===== src/rtl/key_filter_pkg.sv =====
// Shared definitions for the key_filter push-button conditioner.
//   key_state_t         : 2-bit debounce FSM state encoding
//   DB_CYCLES_DEFAULT   : default debounce length (20 ms at 100 MHz)
//   LONG_CYCLES_DEFAULT : default long-press length (1 s at 100 MHz)
//   DB_CNT_W / HOLD_CNT_W : counter widths covering the legal parameter ranges
package key_pkg;

  typedef enum logic [1:0] {
    IDLE      = 2'd0,
    PRESS_CHK = 2'd1,
    HELD      = 2'd2,
    REL_CHK   = 2'd3
  } key_state_t;

  localparam int unsigned DB_CYCLES_DEFAULT   = 2000000;
  localparam int unsigned LONG_CYCLES_DEFAULT = 100000000;

  localparam int DB_CNT_W   = 24;
  localparam int HOLD_CNT_W = 27;

endpackage


===== src/rtl/key_filter_if.sv =====
// Key signal bundle between the raw button source and the filter.
//   key_i       : raw push-button level (1 = pressed), may bounce
//   key_level   : debounced level
//   key_press   : one-cycle pulse on accepted press
//   key_release : one-cycle pulse on accepted release
//   key_long    : one-cycle pulse on long hold
// Modports: slave = the filter, master = the button source / consumer side.
interface key_filter_if;
  logic key_i;
  logic key_level;
  logic key_press;
  logic key_release;
  logic key_long;

  modport slave (
    input  key_i,
    output key_level,
    output key_press,
    output key_release,
    output key_long
  );

  modport master (
    output key_i,
    input  key_level,
    input  key_press,
    input  key_release,
    input  key_long
  );
endinterface


===== src/rtl/key_filter_sync_2ff.sv =====
// Two-flop synchronizer for a single asynchronous bit.
//   clk  : destination clock
//   srst : synchronous active-high reset, clears both flops to 0
//   d    : asynchronous input
//   q    : synchronized output (second flop)
module sync_2ff (
  input  logic clk,
  input  logic srst,
  input  logic d,
  output logic q
);

  logic meta_reg;
  logic sync_reg;

  always_ff @(posedge clk) begin
    if (srst) begin
      meta_reg <= 1'b0;
      sync_reg <= 1'b0;
    end else begin
      meta_reg <= d;
      sync_reg <= meta_reg;
    end
  end

  assign q = sync_reg;

endmodule


===== src/rtl/key_filter.sv =====
// Push-button debouncer with press/release/long-press pulse outputs.
//   System_clk : single clock, all logic on its rising edge
//   rst        : synchronous active-high reset
//   key_bus    : key_filter_if.slave (key_i in; key_level, key_press,
//                key_release, key_long out; all outputs registered)
// Parameters: DB_CYCLES (stable samples to accept a level change),
//             LONG_CYCLES (cycles in HELD before key_long).
// Optional feature: define KEY_FILTER_LONG_PRESS_EN to build the hold
// counter; otherwise key_long is tied to 0.
module key_filter
  import key_pkg::*;
#(
  parameter int unsigned DB_CYCLES   = DB_CYCLES_DEFAULT,
  parameter int unsigned LONG_CYCLES = LONG_CYCLES_DEFAULT
) (
  input  logic         System_clk,
  input  logic         rst,
  key_filter_if.slave  key_bus
);

  localparam logic [DB_CNT_W-1:0] DB_LAST = DB_CNT_W'(DB_CYCLES - 1);

  logic key_s;

  sync_2ff u_sync (
    .clk  (System_clk),
    .srst (rst),
    .d    (key_bus.key_i),
    .q    (key_s)
  );

  key_state_t          state_reg, state_next;
  logic [DB_CNT_W-1:0] db_cnt_reg, db_cnt_next;
  logic                level_reg, level_next;
  logic                press_reg, press_next;
  logic                release_reg, release_next;

  // The counter only advances while the sampled level agrees with the
  // pending change; reaching DB_LAST means DB_CYCLES consecutive agreeing
  // samples, so it stops there and never wraps.
  always_comb begin
    state_next   = state_reg;
    db_cnt_next  = db_cnt_reg;
    level_next   = level_reg;
    press_next   = 1'b0;
    release_next = 1'b0;
    case (state_reg)
      IDLE: begin
        if (key_s) begin
          state_next  = PRESS_CHK;
          db_cnt_next = '0;
        end
      end
      PRESS_CHK: begin
        if (!key_s) begin
          state_next = IDLE;
        end else if (db_cnt_reg == DB_LAST) begin
          state_next = HELD;
          level_next = 1'b1;
          press_next = 1'b1;
        end else begin
          db_cnt_next = db_cnt_reg + 1'b1;
        end
      end
      HELD: begin
        if (!key_s) begin
          state_next  = REL_CHK;
          db_cnt_next = '0;
        end
      end
      REL_CHK: begin
        if (key_s) begin
          state_next = HELD;
        end else if (db_cnt_reg == DB_LAST) begin
          state_next   = IDLE;
          level_next   = 1'b0;
          release_next = 1'b1;
        end else begin
          db_cnt_next = db_cnt_reg + 1'b1;
        end
      end
      default: begin
        state_next = IDLE;
      end
    endcase
  end

  always_ff @(posedge System_clk) begin
    if (rst) begin
      state_reg   <= IDLE;
      db_cnt_reg  <= '0;
      level_reg   <= 1'b0;
      press_reg   <= 1'b0;
      release_reg <= 1'b0;
    end else begin
      state_reg   <= state_next;
      db_cnt_reg  <= db_cnt_next;
      level_reg   <= level_next;
      press_reg   <= press_next;
      release_reg <= release_next;
    end
  end

  assign key_bus.key_level   = level_reg;
  assign key_bus.key_press   = press_reg;
  assign key_bus.key_release = release_reg;

`ifdef KEY_FILTER_LONG_PRESS_EN
  localparam logic [HOLD_CNT_W-1:0] HOLD_LAST = HOLD_CNT_W'(LONG_CYCLES - 1);
  localparam logic [HOLD_CNT_W-1:0] HOLD_SAT  = HOLD_CNT_W'(LONG_CYCLES);

  logic [HOLD_CNT_W-1:0] hold_cnt_reg, hold_cnt_next;
  logic                  long_reg, long_next;

  // Cleared only on a fresh press; REL_CHK leaves it untouched so a
  // rejected release glitch resumes the count. Parking at HOLD_SAT
  // guarantees a single pulse per press.
  always_comb begin
    hold_cnt_next = hold_cnt_reg;
    long_next     = 1'b0;
    if (state_reg == PRESS_CHK && state_next == HELD) begin
      hold_cnt_next = '0;
    end else if (state_reg == HELD && hold_cnt_reg != HOLD_SAT) begin
      if (hold_cnt_reg == HOLD_LAST) begin
        long_next = 1'b1;
      end
      hold_cnt_next = hold_cnt_reg + 1'b1;
    end
  end

  always_ff @(posedge System_clk) begin
    if (rst) begin
      hold_cnt_reg <= '0;
      long_reg     <= 1'b0;
    end else begin
      hold_cnt_reg <= hold_cnt_next;
      long_reg     <= long_next;
    end
  end

  assign key_bus.key_long = long_reg;
`else
  assign key_bus.key_long = 1'b0;
`endif

endmodule


===== src/flat_wrapper.sv =====
// flat-port wrapper written by rule: the top's interface ports become plain ports
module key_filter_flat import key_pkg::*;
#(
  parameter int unsigned DB_CYCLES   = DB_CYCLES_DEFAULT,
  parameter int unsigned LONG_CYCLES = LONG_CYCLES_DEFAULT
)
  (System_clk, rst, key_bus_key_i, key_bus_key_level, key_bus_key_press, key_bus_key_release, key_bus_key_long);
  key_filter_if key_bus_i ();
  input  logic System_clk;
  input  logic rst;
  input wire logic [$bits(key_bus_i.key_i)-1:0] key_bus_key_i;
  output wire logic [$bits(key_bus_i.key_level)-1:0] key_bus_key_level;
  output wire logic [$bits(key_bus_i.key_press)-1:0] key_bus_key_press;
  output wire logic [$bits(key_bus_i.key_release)-1:0] key_bus_key_release;
  output wire logic [$bits(key_bus_i.key_long)-1:0] key_bus_key_long;
  assign key_bus_i.key_i = key_bus_key_i;
  assign key_bus_key_level = key_bus_i.key_level;
  assign key_bus_key_press = key_bus_i.key_press;
  assign key_bus_key_release = key_bus_i.key_release;
  assign key_bus_key_long = key_bus_i.key_long;
  key_filter #(.DB_CYCLES(DB_CYCLES), .LONG_CYCLES(LONG_CYCLES)) u_core (.System_clk(System_clk), .rst(rst), .key_bus(key_bus_i));
endmodule

===== config.mk =====
export PLATFORM = sky130hd
export DESIGN_NAME = key_filter_flat
export DESIGN_NICKNAME = d
export VERILOG_FILES = /design/src/rtl/key_filter_pkg.sv /design/src/rtl/key_filter_if.sv /design/src/rtl/key_filter_sync_2ff.sv /design/src/rtl/key_filter.sv /design/src/flat_wrapper.sv
export SDC_FILE = /design/constraint.sdc
export NUM_CORES = 1
export LEC_CHECK = 0
export ABC_AREA = 1
export BUFFER_PORTS_ARGS = -buffer_cell sky130_fd_sc_hd__buf_2
export CORE_ASPECT_RATIO = 1.2
export CORE_MARGIN = 5
export CORE_UTILIZATION = 32
export DETAILED_ROUTE_END_ITERATION = 12
export GPL_TIMING_DRIVEN = 1
export PLACE_DENSITY = 0.56
export REMOVE_ABC_BUFFERS = 1
export SETUP_SLACK_MARGIN = 0.1
export SKIP_LAST_GASP = 1
export SYNTH_ARGS = -nofsm -noshare
export SYNTH_HDL_FRONTEND = slang
export SYNTH_SLANG_ARGS = --single-unit

===== constraint.sdc =====
create_clock -name System_clk -period 5.11 [get_ports System_clk]
set_clock_uncertainty 0.1 [all_clocks]
set_input_delay 0.2555 -clock System_clk [delete_from_list [all_inputs] [get_ports System_clk]]
set_output_delay 0.2555 -clock System_clk [all_outputs]
set_load 0.02 [all_outputs]

==> results of run 1 <==
power by group through the flow:
| stage | registers, mW | logic [mW] | clock network (mW) |
|---|---|---|---|
| 3_3_place_gp | 0.249 | 0.0159 | 0 |
| 5_1_grt | 0.243 | 0.0177 | 0.208 |
| 3_5_place_dp | 0.249 | 0.0161 | 0 |
| 4_1_cts | 0.243 | 0.0161 | 0.193 |
| 2_1_floorplan | 0.249 | 0.00882 | 0 |
| 6_report | 0.244 | 0.0158 | 0.191 |
cells in the final DEF, fill, tap and decap left out, types with 2 or more instances in the layout:
master,n
nor3_1,2
inv_1,25
inv_2,2
a21oi_1,18
nand3_1,15
clkbuf_8,5
a21oi_2,8
xor2_1,11
buf_2,5
clkinv_2,3
nor3b_1,2
nand2_1,107
nand3b_1,4
nor2_1,59
dfxtp_1,31
nor4_1,2
kinds of logic (layout without fill, tap and decap cells):
| family | after synthesis | count (layout) | synth area share, % |
|---|---|---|---|
| simple gates | 195 | 195 | 43.2 |
| buf+inv | 37 | 41 | 8.94 |
| flops | 31 | 31 | 33.1 |
| compound gates | 27 | 27 | 8.81 |
| xor+xnor | 11 | 11 | 5.14 |
| fa+ha+maj | 1 | 1 | 0.667 |
| other cells | 1 | 1 | 0.200 |
through the flow:
| stage | hold slack (ns) | utilization, % | instances | setup slack (ns) |
|---|---|---|---|---|
| finish | 0.0677 | 35.8 | 387 | 3.10 |
| global route | 0.0874 | 35.8 | 387 | 2.96 |
| CTS | 0.0653 | 35.8 | 387 | 3.09 |
| detailed placement | 0.299 | 34.3 | 379 | 3.10 |
| global placement | 0.299 | 34.3 | 379 | 3.11 |
| floorplan | 0.218 | - | 294 | 3.44 |
layout make-up:
class                   instances  area [sq um]  share of cell area (%)
multi-input cells             235          1090                    53.6
clock buffers                   5          68.8                    3.40
repair buffers                  5          25.0                    1.23
clock inverters                 3          15.0                   0.741
flip-flops and latches         31           621                    30.6
well taps                      80           100                    4.94
inverters                      28           110                    5.43
routing by layer:
metal	share of wire, %	GRT usage (%)	vias up
li1	-	-	945
met1	48	17.3	759
met2	47	20.4	20
met3	3.2	3.17	6
met4	1.9	5.92	0
met5	0	0	-
worst max-delay path by stage:
stage / slack (ns) / to / startpoint
detailed placement: 3.10 / u_core.db_cnt_reg[16] / u_core.db_cnt_reg[0]
finish: 3.10 / u_core.db_cnt_reg[16] / u_core.db_cnt_reg[0]
global route: 2.96 / u_core.db_cnt_reg[16] / u_core.db_cnt_reg[0]
floorplan: 3.44 / u_core.db_cnt_reg[13] / u_core.db_cnt_reg[0]
CTS: 3.09 / u_core.db_cnt_reg[16] / u_core.db_cnt_reg[0]
global placement: 3.11 / u_core.db_cnt_reg[13] / u_core.db_cnt_reg[0]
worst max-delay path, stage by stage (launching register included):
cell      delay, ns
dfxtp_1        0.34
ha_1           0.23
nand3_1        0.18
inv_2          0.08
nand3_1        0.14
nor2_4         0.08
nor2_8         0.25
clkinv_4       0.23
a21oi_1        0.19
nor2_1         0.06
==> impl_metrics.yaml, run 1 <==
sta:
  slew_headroom_pct: 61.2
  fmax_mhz: 498
  hold_viol_final: 0
  min_period_over_period_pct: 39.3
  period_needed_ns: 2.01
  tns_ns: 0
  rsz0062_at_grt: "no"
  setup_viol_count_final: 0
  slew_viol_final: 0
  tightest_slew_ns: 0.582
floorplanning:
  initial_core_util_pct: 33.1
  core_area_sq_mm: 0.00567
  die_w_microns: 79.9
  die_y_microns: 93.9
  rows: 30
  ios: 7
  design.die.area_sq_mm: 0.00750
yosys:
  synth_edf_count: 0
  postSynthAreaPerCell_sq_um: 6.19
  async_reset_ff_share_pct: 0
  ys_ff_latch: 31
  synth.largest_area_cell: "dfxtp_1"
  synth_top_cells_by_count: "nand2_1 (107), nor2_1 (59), dfxtp_1 (31), inv_1 (25), a21oi_1 (18)"
  ys_seq_area_share_pct: 33.1
  synth_area_sq_mm: 0.00188
  synth_cell_types: 26
  synth_cells: 303
  synthTopCellsByArea: "dfxtp_1 (33%), nand2_1 (21%), nor2_1 (12%), xor2_1 (5.1%), inv_1 (5.0%)"
  ys.flop_type: "dfxtp_1"
  yosys_warnings: 0
  yosysMostFrequentCell: "nand2_1"
  netlist.area_leader.share_pct: 33.1
pwr:
  p_int_uw: 339
  clkPwrFrac_pct: 42.4
  swShare_pct: 24.8
  p_per_area_mw_per_mm2: 222
  power.share.combinational_pct: 3.5
  power.total_uw: 450
  leakage_nw: 0.743
  peakVddDrop_mv: 0.133
  p_sw_uw: 112
  p_seq_share_pct: 54.1
finish:
  num-fill-cells: 646
  nNetsFinal: 310
  fin_area_sq_mm: 0.00203
  area_growth_pct: 8.07
  antennaDiodeCount: 0
  largest_register_ffs: 24
  drive_gt1_share_pct: 8.79
drt:
  drcViolationCount: 0
  first_pass_iters: 4
  ant_nets: 0
  finalWirelength_mm: 4.39
  first_iter_violations: 109
  wire_per_inst_microns: 11.3
  vias_per_cell: 4.47
  vias: 1730
setup_path:
  required_ns: 5.19
  crit_fanout: 23
  critPathArrivalTime_ns: 2.09
  worstSetupPathType: "flop to flop"
  r2r_start: "u_core.db_cnt_reg[0]"
  timing.rr.end: "u_core.db_cnt_reg[16]"
  endpoint_kind: "flop"
  r2r_setup_slack_ns: 3.10
  startpoint_type: "flop"
  ff2ff_path_depth: 9
clock_network:
  cts_tree: "built"
  post_cts_resized: 0
  clockRootBuffer: "clkbuf_8"
  clockBufferDepth: 2
  clock_latency_ns: 0.29
  post_cts_buffers: 0
  cts_made_buffers: 5
  ctsHoldBuffers: 0
  path_clk_slew_ns: 0.07
  clkSinkCount: 31
  ctsHtreeMaxLevel: 2
hold_path:
  holdPathStages: 3
  hold_path_end: "u_core.u_sync.meta_reg"
  worstHoldStart: "key_bus_key_i"
  hp-class: "primary input to flop"
placed_design:
  gp_congestion: 0.816
  dpl.hpwl_mm: 3.18
  placed_cell_area_sq_mm: 0.00194
  port_buffers: 5
grt:
  overflow: 0
  grt_pass1_vias: 1579
  grt_pass1_wl_mm: 7.66
  grt_max_degree: 27
  grt_usage_pct: 13.2
  antenna_found_initial: 0
job:
  cap_violations: 0
status:
  status: "finished clean"
Note: power is estimated with default switching activity, not from simulation.
==> inputs of run 2 (changes only) <==
Clock period 5.11 ns to 1.9 ns, I/O delays scaled along.
==> run 2 against run 1 <==
  * Combinational power increased to 3.2 times the previous value
  * Critical path depth unchanged
  * Die area unchanged
  * Sequential share of layout area decreased by 1.4 points
  * Via count increased by 6.0%
  * Fmax increased by 20%
  * Hold slack got worse by 0.026 ns
  * Critical path type unchanged
==> impl_metrics.yaml, run 2 (same netlist as run 1, synthesis figures left out) <==
pwr:
  peakVddDrop_mv: 0.243
  p_per_area_mw_per_mm2: 596
  leakage_nw: 0.795
status:
  status: "finished clean"
finish:
  finish.utilization_pct: 37.9
  nNetsFinal: 319
  antennaDiodeCount: 0
  num-fill-cells: 646
  layout_commonest_cell: "nand2_1"
  layout_common_cells: "nand2_1 (107), nor2_1 (57), dfxtp_1 (26)"
  area_growth_pct: 14.5
  largest_register_ffs: 24
  drive_gt1_share_pct: 13.6
  fin_area_sq_mm: 0.00215
sta:
  setup_viol_count_final: 0
  tns_ns: 0
  fmax_mhz: 597
  min_period_over_period_pct: 88.1
  period_needed_ns: 1.67
  hold_viol_final: 0
  rsz0062_at_grt: "yes"
  slew_viol_final: 0
drt:
  drcViolationCount: 0
  vias_per_cell: 4.63
  ant_nets: 0
  vias: 1834
  first_iter_violations: 94
  wire_per_inst_microns: 11.3
  finalWirelength_mm: 4.48
  first_pass_iters: 4
hold_path:
  holdPathStages: 2
  hold_path_end: "u_core.db_cnt_reg[15]"
  hp-class: "primary input to flop"
  worstHoldStart: "rst"
setup_path:
  cpPeakStageDelay_ns: 0.34
  worstSetupPathType: "flop to flop"
  cp.buffers_inverters: 2
  crit_slowest_cell: "dfxtp_2"
  critPathTopFamily: "simple AND/OR/NAND/NOR gates"
  r2r_start: "u_core.db_cnt_reg[0]"
  r2r_setup_slack_ns: 0.23
  required_ns: 1.97
  startpoint_type: "flop"
  ff2ff_path_depth: 9
  path_cells: "ha_2 -> nand3_1 -> inv_2 -> nand3_1 -> nor2_4 -> nor2_8 -> clkinv_8 -> a21oi_1 -> nor2_1"
  endpoint_kind: "flop"
  critPathArrivalTime_ns: 1.75
  crit_top_cell: "nand3_1"
  crit_fanout: 23
  timing.rr.end: "u_core.db_cnt_reg[13]"
floorplanning:
  rows: 30
  initial_core_util_pct: 33.1
  die_y_microns: 93.9
  core_area_sq_mm: 0.00567
  ios: 7
  die_w_microns: 79.9
  design.die.area_sq_mm: 0.00750
grt:
  antenna_found_initial: 0
  grt_usage_pct: 13.0
  grt_max_degree: 24
  grt_pass1_vias: 1702
  overflow: 0
  grt_pass1_wl_mm: 7.72
clock_network:
  path_clk_slew_ns: 0.07
  clkSinkCount: 31
  cts_made_buffers: 5
  ctsHtreeMaxLevel: 2
  clockBufferDepth: 2
  clock_latency_ns: 0.28
  cts_tree: "built"
  clockRootBuffer: "clkbuf_8"
job:
  cap_violations: 0
placed_design:
  dpl.hpwl_mm: 3.31
  port_buffers: 5
  gp_congestion: 0.879
  placed_cell_area_sq_mm: 0.00200
==> run 2: repair_timing <==
action                                  in CTS  in global routing
endpoints found under the setup margin       1                 26
hold buffers                                 1                  0
setup buffers                                0                  0
gates resized for setup                      1                 11
endpoints found under the hold margin        1                  0
pin swaps                                    0                  1
==> run 2: final cells by class <==
class	count	area, sq um	share of cell area, %
Clock buffer	8	100	4.66
Timing Repair Buffer	14	98.8	4.60
Inverter	28	118	5.47
Tap cell	80	100	4.66
Multi-Input combinational cell	235	1100	51.4
Sequential cell	31	627	29.2
==> run 2: worst max-delay path by stage <==
stage / cells after the start / slack [ns] / from / endpoint
floorplan: 9 / 0.23 / u_core.db_cnt_reg[0] / u_core.db_cnt_reg[13]
global placement: 9 / 0.16 / u_core.db_cnt_reg[0] / u_core.db_cnt_reg[13]
detailed placement: 9 / 0.12 / u_core.db_cnt_reg[0] / u_core.db_cnt_reg[13]
CTS: 9 / 0.12 / u_core.db_cnt_reg[0] / u_core.db_cnt_reg[5]
global route: 9 / 0.07 / u_core.db_cnt_reg[0] / u_core.db_cnt_reg[6]
finish: 9 / 0.23 / u_core.db_cnt_reg[0] / u_core.db_cnt_reg[13]
==> run 2: through the flow <==
stage                     hold WS [ns]  worst slack (ns)  std cells  power [mW]
after floorplan                 0.0574             0.229        294       0.693
after global placement           0.203             0.160        387       0.718
after detailed placement         0.204             0.124        387       0.718
after CTS                       0.0431             0.117        396        1.31
after global routing            0.0589            0.0704        396        1.34
final                           0.0417             0.225        396        1.28
==> run 2: per-layer routing <==
layer | up-vias | part of all wire (%) | global-route usage [%]
met5 | - | 0 | 0
met4 | 0 | 2.3 | 6.06
met3 | 10 | 3.1 | 2.59
met2 | 25 | 48 | 21.5
met1 | 838 | 47 | 16.1
li1 | 961 | - | -
==> run 2: where the power goes <==
part           internal, mW  leakage, nW  switching (mW)
Combinational        0.0137        0.491          0.0374
Sequential            0.652        0.253         0.00158
Clock                 0.330       0.0515           0.245
